## src/rtl/park_gate_ctrl.sv

```systemverilog
// Car-park entry gate controller: keypad passcode entry with timeout, brute-force
// lockout, occupancy tracking with full-lot blocking, and tailgate detection.
module park_gate_ctrl #(
  parameter int NUM_DIGITS  = 4,
  parameter int DIGIT_W     = 4,
  parameter int MAX_TRIES   = 3,
  parameter int LOCK_CYCLES = 16,
  parameter int TIMEOUT     = 64,
  parameter int CAPACITY    = 2
) (
  input  logic                             clk,
  input  logic                             rst,
  input  logic                             sensor_front,
  input  logic                             sensor_back,
  input  logic                             car_exit,
  input  logic                             in_enable,
  input  logic [DIGIT_W-1:0]               pass_digit,
  input  logic [NUM_DIGITS*DIGIT_W-1:0]    password,
  output logic                             open_gate,
  output logic                             green,
  output logic                             red,
  output logic [2:0]                       state,
  output logic [$clog2(CAPACITY+1)-1:0]    occupancy,
  output logic                             full
);

  localparam int IDX_W = (NUM_DIGITS > 1) ? $clog2(NUM_DIGITS) : 1;
  localparam int TRY_W = $clog2(MAX_TRIES + 1);
  localparam int LCK_W = (LOCK_CYCLES > 1) ? $clog2(LOCK_CYCLES) : 1;
  localparam int TMO_W = (TIMEOUT > 1) ? $clog2(TIMEOUT) : 1;
  localparam int OCC_W = $clog2(CAPACITY + 1);

  localparam logic [IDX_W-1:0] IDX_LAST  = IDX_W'(NUM_DIGITS - 1);
  localparam logic [TRY_W-1:0] TRY_MAX   = TRY_W'(MAX_TRIES);
  localparam logic [LCK_W-1:0] LCK_LAST  = LCK_W'(LOCK_CYCLES - 1);
  localparam logic [TMO_W-1:0] TMO_LAST  = TMO_W'(TIMEOUT - 1);
  localparam logic [OCC_W-1:0] OCC_CAP   = OCC_W'(CAPACITY);

  typedef enum logic [2:0] {
    IDLE       = 3'd0,
    WAIT_PASS  = 3'd1,
    WRONG_PASS = 3'd2,
    RIGHT_PASS = 3'd3,
    STOP       = 3'd4,
    LOCKED     = 3'd5
  } state_t;

  state_t               state_q, state_d;
  logic [IDX_W-1:0]     idx_q, idx_d;
  logic [TRY_W-1:0]     tries_q, tries_d, tries_inc;
  logic [TMO_W-1:0]     tmo_q, tmo_d;
  logic [LCK_W-1:0]     lock_q, lock_d;
  logic [OCC_W-1:0]     occ_q, occ_d;
  logic                 full_q, full_d;
  logic                 green_q, green_d;
  logic                 red_q, red_d;
  logic                 open_q, open_d;
  logic [DIGIT_W-1:0]   digits_q [NUM_DIGITS];
  logic [DIGIT_W-1:0]   digits_d [NUM_DIGITS];
  logic                 code_match;
  logic                 red_pulse;
  logic                 car_in;

  // The final digit is compared straight off the keypad so the verdict lands on the capture edge.
  always_comb begin
    code_match = (pass_digit == password[(NUM_DIGITS-1)*DIGIT_W +: DIGIT_W]);
    for (int unsigned k = 0; k < NUM_DIGITS - 1; k++) begin
      if (digits_q[k] != password[k*DIGIT_W +: DIGIT_W]) code_match = 1'b0;
    end
  end

  assign tries_inc = tries_q + 1'b1;

  always_comb begin
    state_d   = state_q;
    idx_d     = idx_q;
    tries_d   = tries_q;
    tmo_d     = tmo_q;
    lock_d    = '0;
    digits_d  = digits_q;
    red_pulse = 1'b0;
    car_in    = 1'b0;

    case (state_q)
      IDLE: begin
        idx_d = '0;
        tmo_d = '0;
        if (sensor_front) begin
          if (full_q) red_pulse = 1'b1;
          else        state_d   = WAIT_PASS;
        end
      end

      WAIT_PASS, WRONG_PASS, STOP: begin
        if (in_enable) begin
          digits_d[idx_q] = pass_digit;
          tmo_d           = '0;
          if (idx_q == IDX_LAST) begin
            idx_d = '0;
            if (code_match) begin
              tries_d = '0;
              if (full_q) begin
                state_d   = IDLE;
                red_pulse = 1'b1;
              end else begin
                state_d = RIGHT_PASS;
              end
            end else begin
              tries_d = tries_inc;
              state_d = (tries_inc == TRY_MAX) ? LOCKED : WRONG_PASS;
            end
          end else begin
            idx_d = idx_q + 1'b1;
          end
        end else if (tmo_q == TMO_LAST) begin
          state_d = IDLE;
          idx_d   = '0;
          tries_d = '0;
          tmo_d   = '0;
        end else begin
          tmo_d = tmo_q + 1'b1;
        end
      end

      RIGHT_PASS: begin
        tries_d = '0;
        idx_d   = '0;
        tmo_d   = '0;
        if (sensor_back) begin
          car_in  = 1'b1;
          state_d = sensor_front ? STOP : IDLE;
        end
      end

      LOCKED: begin
        idx_d = '0;
        tmo_d = '0;
        if (lock_q == LCK_LAST) begin
          state_d = IDLE;
          tries_d = '0;
        end else begin
          lock_d = lock_q + 1'b1;
        end
      end

      default: state_d = IDLE;
    endcase
  end

  always_comb begin
    occ_d = occ_q;
    if (car_in && !car_exit && occ_q != OCC_CAP)      occ_d = occ_q + 1'b1;
    else if (car_exit && !car_in && occ_q != '0)      occ_d = occ_q - 1'b1;
    full_d  = (occ_d == OCC_CAP);
    green_d = (state_d == RIGHT_PASS);
    open_d  = (state_d == RIGHT_PASS);
    red_d   = red_pulse || (state_d == WRONG_PASS) || (state_d == STOP) || (state_d == LOCKED);
  end

  always_ff @(posedge clk) begin
    if (!rst) begin
      state_q  <= IDLE;
      idx_q    <= '0;
      tries_q  <= '0;
      tmo_q    <= '0;
      lock_q   <= '0;
      occ_q    <= '0;
      full_q   <= 1'b0;
      green_q  <= 1'b0;
      red_q    <= 1'b0;
      open_q   <= 1'b0;
      digits_q <= '{default: '0};
    end else begin
      state_q  <= state_d;
      idx_q    <= idx_d;
      tries_q  <= tries_d;
      tmo_q    <= tmo_d;
      lock_q   <= lock_d;
      occ_q    <= occ_d;
      full_q   <= full_d;
      green_q  <= green_d;
      red_q    <= red_d;
      open_q   <= open_d;
      digits_q <= digits_d;
    end
  end

  assign state     = state_q;
  assign open_gate = open_q;
  assign green     = green_q;
  assign red       = red_q;
  assign occupancy = occ_q;
  assign full      = full_q;

endmodule
```

## config.mk

```make
export PLATFORM = sky130hd
export DESIGN_NAME = park_gate_ctrl
export DESIGN_NICKNAME = d
export VERILOG_FILES = /design/src/rtl/park_gate_ctrl.sv
export SDC_FILE = /design/constraint.sdc
export NUM_CORES = 1
export LEC_CHECK = 0
export BUFFER_PORTS_ARGS = -buffer_cell sky130_fd_sc_hd__buf_2
export CORE_MARGIN = 2
export CORE_UTILIZATION = 30
export CTS_BUF_LIST = sky130_fd_sc_hd__clkbuf_8
export DETAILED_ROUTE_END_ITERATION = 16
export GPL_ROUTABILITY_DRIVEN = 0
export GPL_TIMING_DRIVEN = 0
export SLEW_MARGIN = 20
export SYNTH_ARGS = -nofsm -noshare
export SYNTH_HDL_FRONTEND = slang
export SYNTH_SLANG_ARGS = --single-unit
```

## constraint.sdc

```tcl
create_clock -name clk -period 3.5 [get_ports clk]
set_clock_uncertainty 0.05 [all_clocks]
set_input_delay 0.175 -clock clk [delete_from_list [all_inputs] [get_ports clk]]
set_output_delay 0.175 -clock clk [all_outputs]
set_load 0.03 [all_outputs]
```

==> summary.md <==
| Metric | Value |
|---|---|
| Status | finished clean |
| Setup Fix Bufs, Post-CTS | 0 |
| Port Buf Inserts | 34 |
| Synth cell types | 48 |
| Drt total wl | 4250 µm |
| Pwr dens | 421 nW/µm² |
| Clock Tree Buf Depth | 2 |
| Vias in the first global route | 1585 |
| Synth top area share | 0.339 |
| Maximum VDD drop | 0.132 mV |
| Worst skew pair latency | 0.29 ns |
| Total Neg Setup Slack | 0 ns |
| Post-route clock period utilization | 0.568 |
| Placed Instance Area | 2270 µm² |
| DP Worst Slack | 1.55 ns |
| Synth Register Bits | 34 |
| Drt wl/cell | 12.2 µm |
| CTS tree | yes |
| Vias | 1680 |
| Root Buffer Master | clkbuf_8 |
| First-pass GRT wire length | 7240 µm |
| Initial Util | 0.313 |
| Layout cells sized above 1 | 0.202 |
| Detailed Route Iter0 Violations | 72 |
| Synth Cell Area | 2010 µm² |
| Cell area after layout | 2380 µm² |
| RSZ-0062 raised after global routing | no |
| Drt first pass iters | 6 |
| Setup crit start kind | register |
| Routed Antenna Nets | 0 |
| Cts repair resizes | 0 |
| Syn Area/Cell | 8.73 µm² |
| Net Count, Synth | 265 |
| Async S/R FF share, synth | 0 |
| Seq/Total Area, Yosys | 0.339 |
| Max FO, Critical Path | 5 |
| Largest net degree at the start of global routing | 12 |
| Sink Count | 34 |
| CTS Buf Count | 5 |
| Multi-input logic area | 1230 µm² |
| Critical setup path kind | reg2reg |
| Ant diodes | 0 |
| GRT Total Usage | 0.123 |
| Top Ports | 35 |
| Main area contributors after synthesis | dfxtp_1 34%, xor2_1 7.9%, mux2i_1 7.0% |
| Final min period | 1.99 ns |
| Setup ws final | 1.51 ns |
| Die area | 7360 µm² |
| CTS Hold Buffers Added | 0 |
| Endpoints failing setup | 0 |
| CTS clk-pin slew, worst paths | 0.08 ns |
| Register Area | 681 µm² |
| Max Clk Rate | 503 MHz |
| DR vias/cell | 4.81 |
| Site row count | 29 |
| Commonest cells post-synth | 34 x dfxtp_1, 18 x nand2_1, 18 x nor2b_1, 18 x xor2_1, 14 x mux2i_1 |
| Initial antenna violation count | 0 |
| Synth warnings | 0 |
| Tightest Pin Transition | 0.450 ns |
| Core Box Area | 6420 µm² |
| CP endpoint kind | register |
| Post-Synthesis Cells | 230 |
| Cell with the most instances after synthesis | dfxtp_1 |
| Die height | 85.8 µm |
| Final hold vios | 0 |
| Worst EP required | 3.65 ns |
| Yosys top cell by area | dfxtp_1 |
| Worst endpoint data arrival time | 2.13 ns |
| Top FF cell, synth | dfxtp_1 |
| Layout fillers | 677 |
| Relative slew slack | 0.700 |
| Synth-to-Final Area Change | 18.7% |
| Gr ovfl total | 0 |
| H-tree depth | 2 |
| Chip width | 85.8 µm |
| Total power | 0.00100 W |
| EDFF count, synth | 0 |
| Max cap viols | 0 |
| Post-DP HPWL | 3320 µm |
| Nets@finish | 306 |
| Hold/Removal Path Class | in2reg |
| Final Slew Violations | 0 |
| Post-route DRC | 0 |
| Static Leak | 1.08 nW |
[critical path: stages (launching register included)]
cell and delay [ns]:
dfxtp_1 0.33, xor2_1 0.16, nor4_1 0.35, nand4_1 0.34
mux2i_1 0.21, o211ai_1 0.24, nor3b_1 0.22
[layout by cell type, fill, tap and decap left out, types with 3 or more instances in the layout]
master     n
o21ai_0   13
and2_1     6
nor2_1    10
dfxtp_1   34
a31oi_1    3
nand2_1   18
xnor2_1    5
clkbuf_8   5
ha_1       9
nor2b_1   18
nand4_1    3
buf_2     36
and3_1     3
a21boi_0   5
mux2i_1   14
clkbuf_1   4
nor4_1     6
a21oi_1    6
nand3_1   10
nor3_1     3
xor2_1    18
inv_1     10
[per-layer routing]
metal	share of wire	global-route usage	vias to the layer above
met5	0	0	-
met2	0.45	0.195	23
met1	0.51	0.165	768
met4	0.012	0.0390	0
li1	-	-	885
met3	0.023	0.0289	4
[final cells by class]
cell class | instances | area share
Buffer | 9 | 0.0215
Clock buffer | 5 | 0.0289
Clock inverter | 3 | 0.0168
Inverter | 11 | 0.0194
Multi-Input combinational cell | 176 | 0.516
Sequential cell | 34 | 0.286
Tap cell | 77 | 0.0404
Timing Repair Buffer | 34 | 0.0714
[path summary, 6_finish.rpt]
kind	start	endpoint	cells after the start	slack (ns)
setup / recovery	digits_q[10]	open_gate	6	1.51
hold reg to reg	lock_q[0]	lock_q[0]	1	0.41
setup reg to reg	digits_q[10]	open_gate	6	1.51
hold / removal	pass_digit[2]	digits_q[10]	3	0.15
[logic make-up after synthesis]
kind of cell | synth area share
AO/OA/AOI/OAI | 0.144
XOR/XNOR | 0.100
adder cells (fa/ha/maj) | 0.0561
buffers and inverters | 0.0486
flip-flops | 0.339
multiplexers | 0.0698
AND/OR/NAND/NOR | 0.242
[sequential cells by signal (all words and copies together) (netlist names)]
signal     flops
digits_q      12
full           1
idx_q          2
lock_q         4
occupancy      2
open_gate      1
red            1
state          3
tmo_q          6
tries_q        2
[through the flow]
step | util | hold WS [ns] | instances
6_report | 0.371 | 0.152 | 349
5_1_grt | 0.371 | 0.170 | 349
4_1_cts | 0.371 | 0.147 | 349
3_5_place_dp | 0.354 | 0.396 | 341
3_3_place_gp | 0.354 | 0.387 | 341
2_1_floorplan | - | 0.291 | 230
[where the power goes]
part / total, W / switching (W) / internal [W] / leakage, nW
clock network: 0.000354 / 0.000144 / 0.000210 / 0.0579
registers: 0.000430 / 0.0000230 / 0.000407 / 0.275
logic: 0.000221 / 0.000128 / 0.0000923 / 0.746
Power figures use the tool's default switching activity.
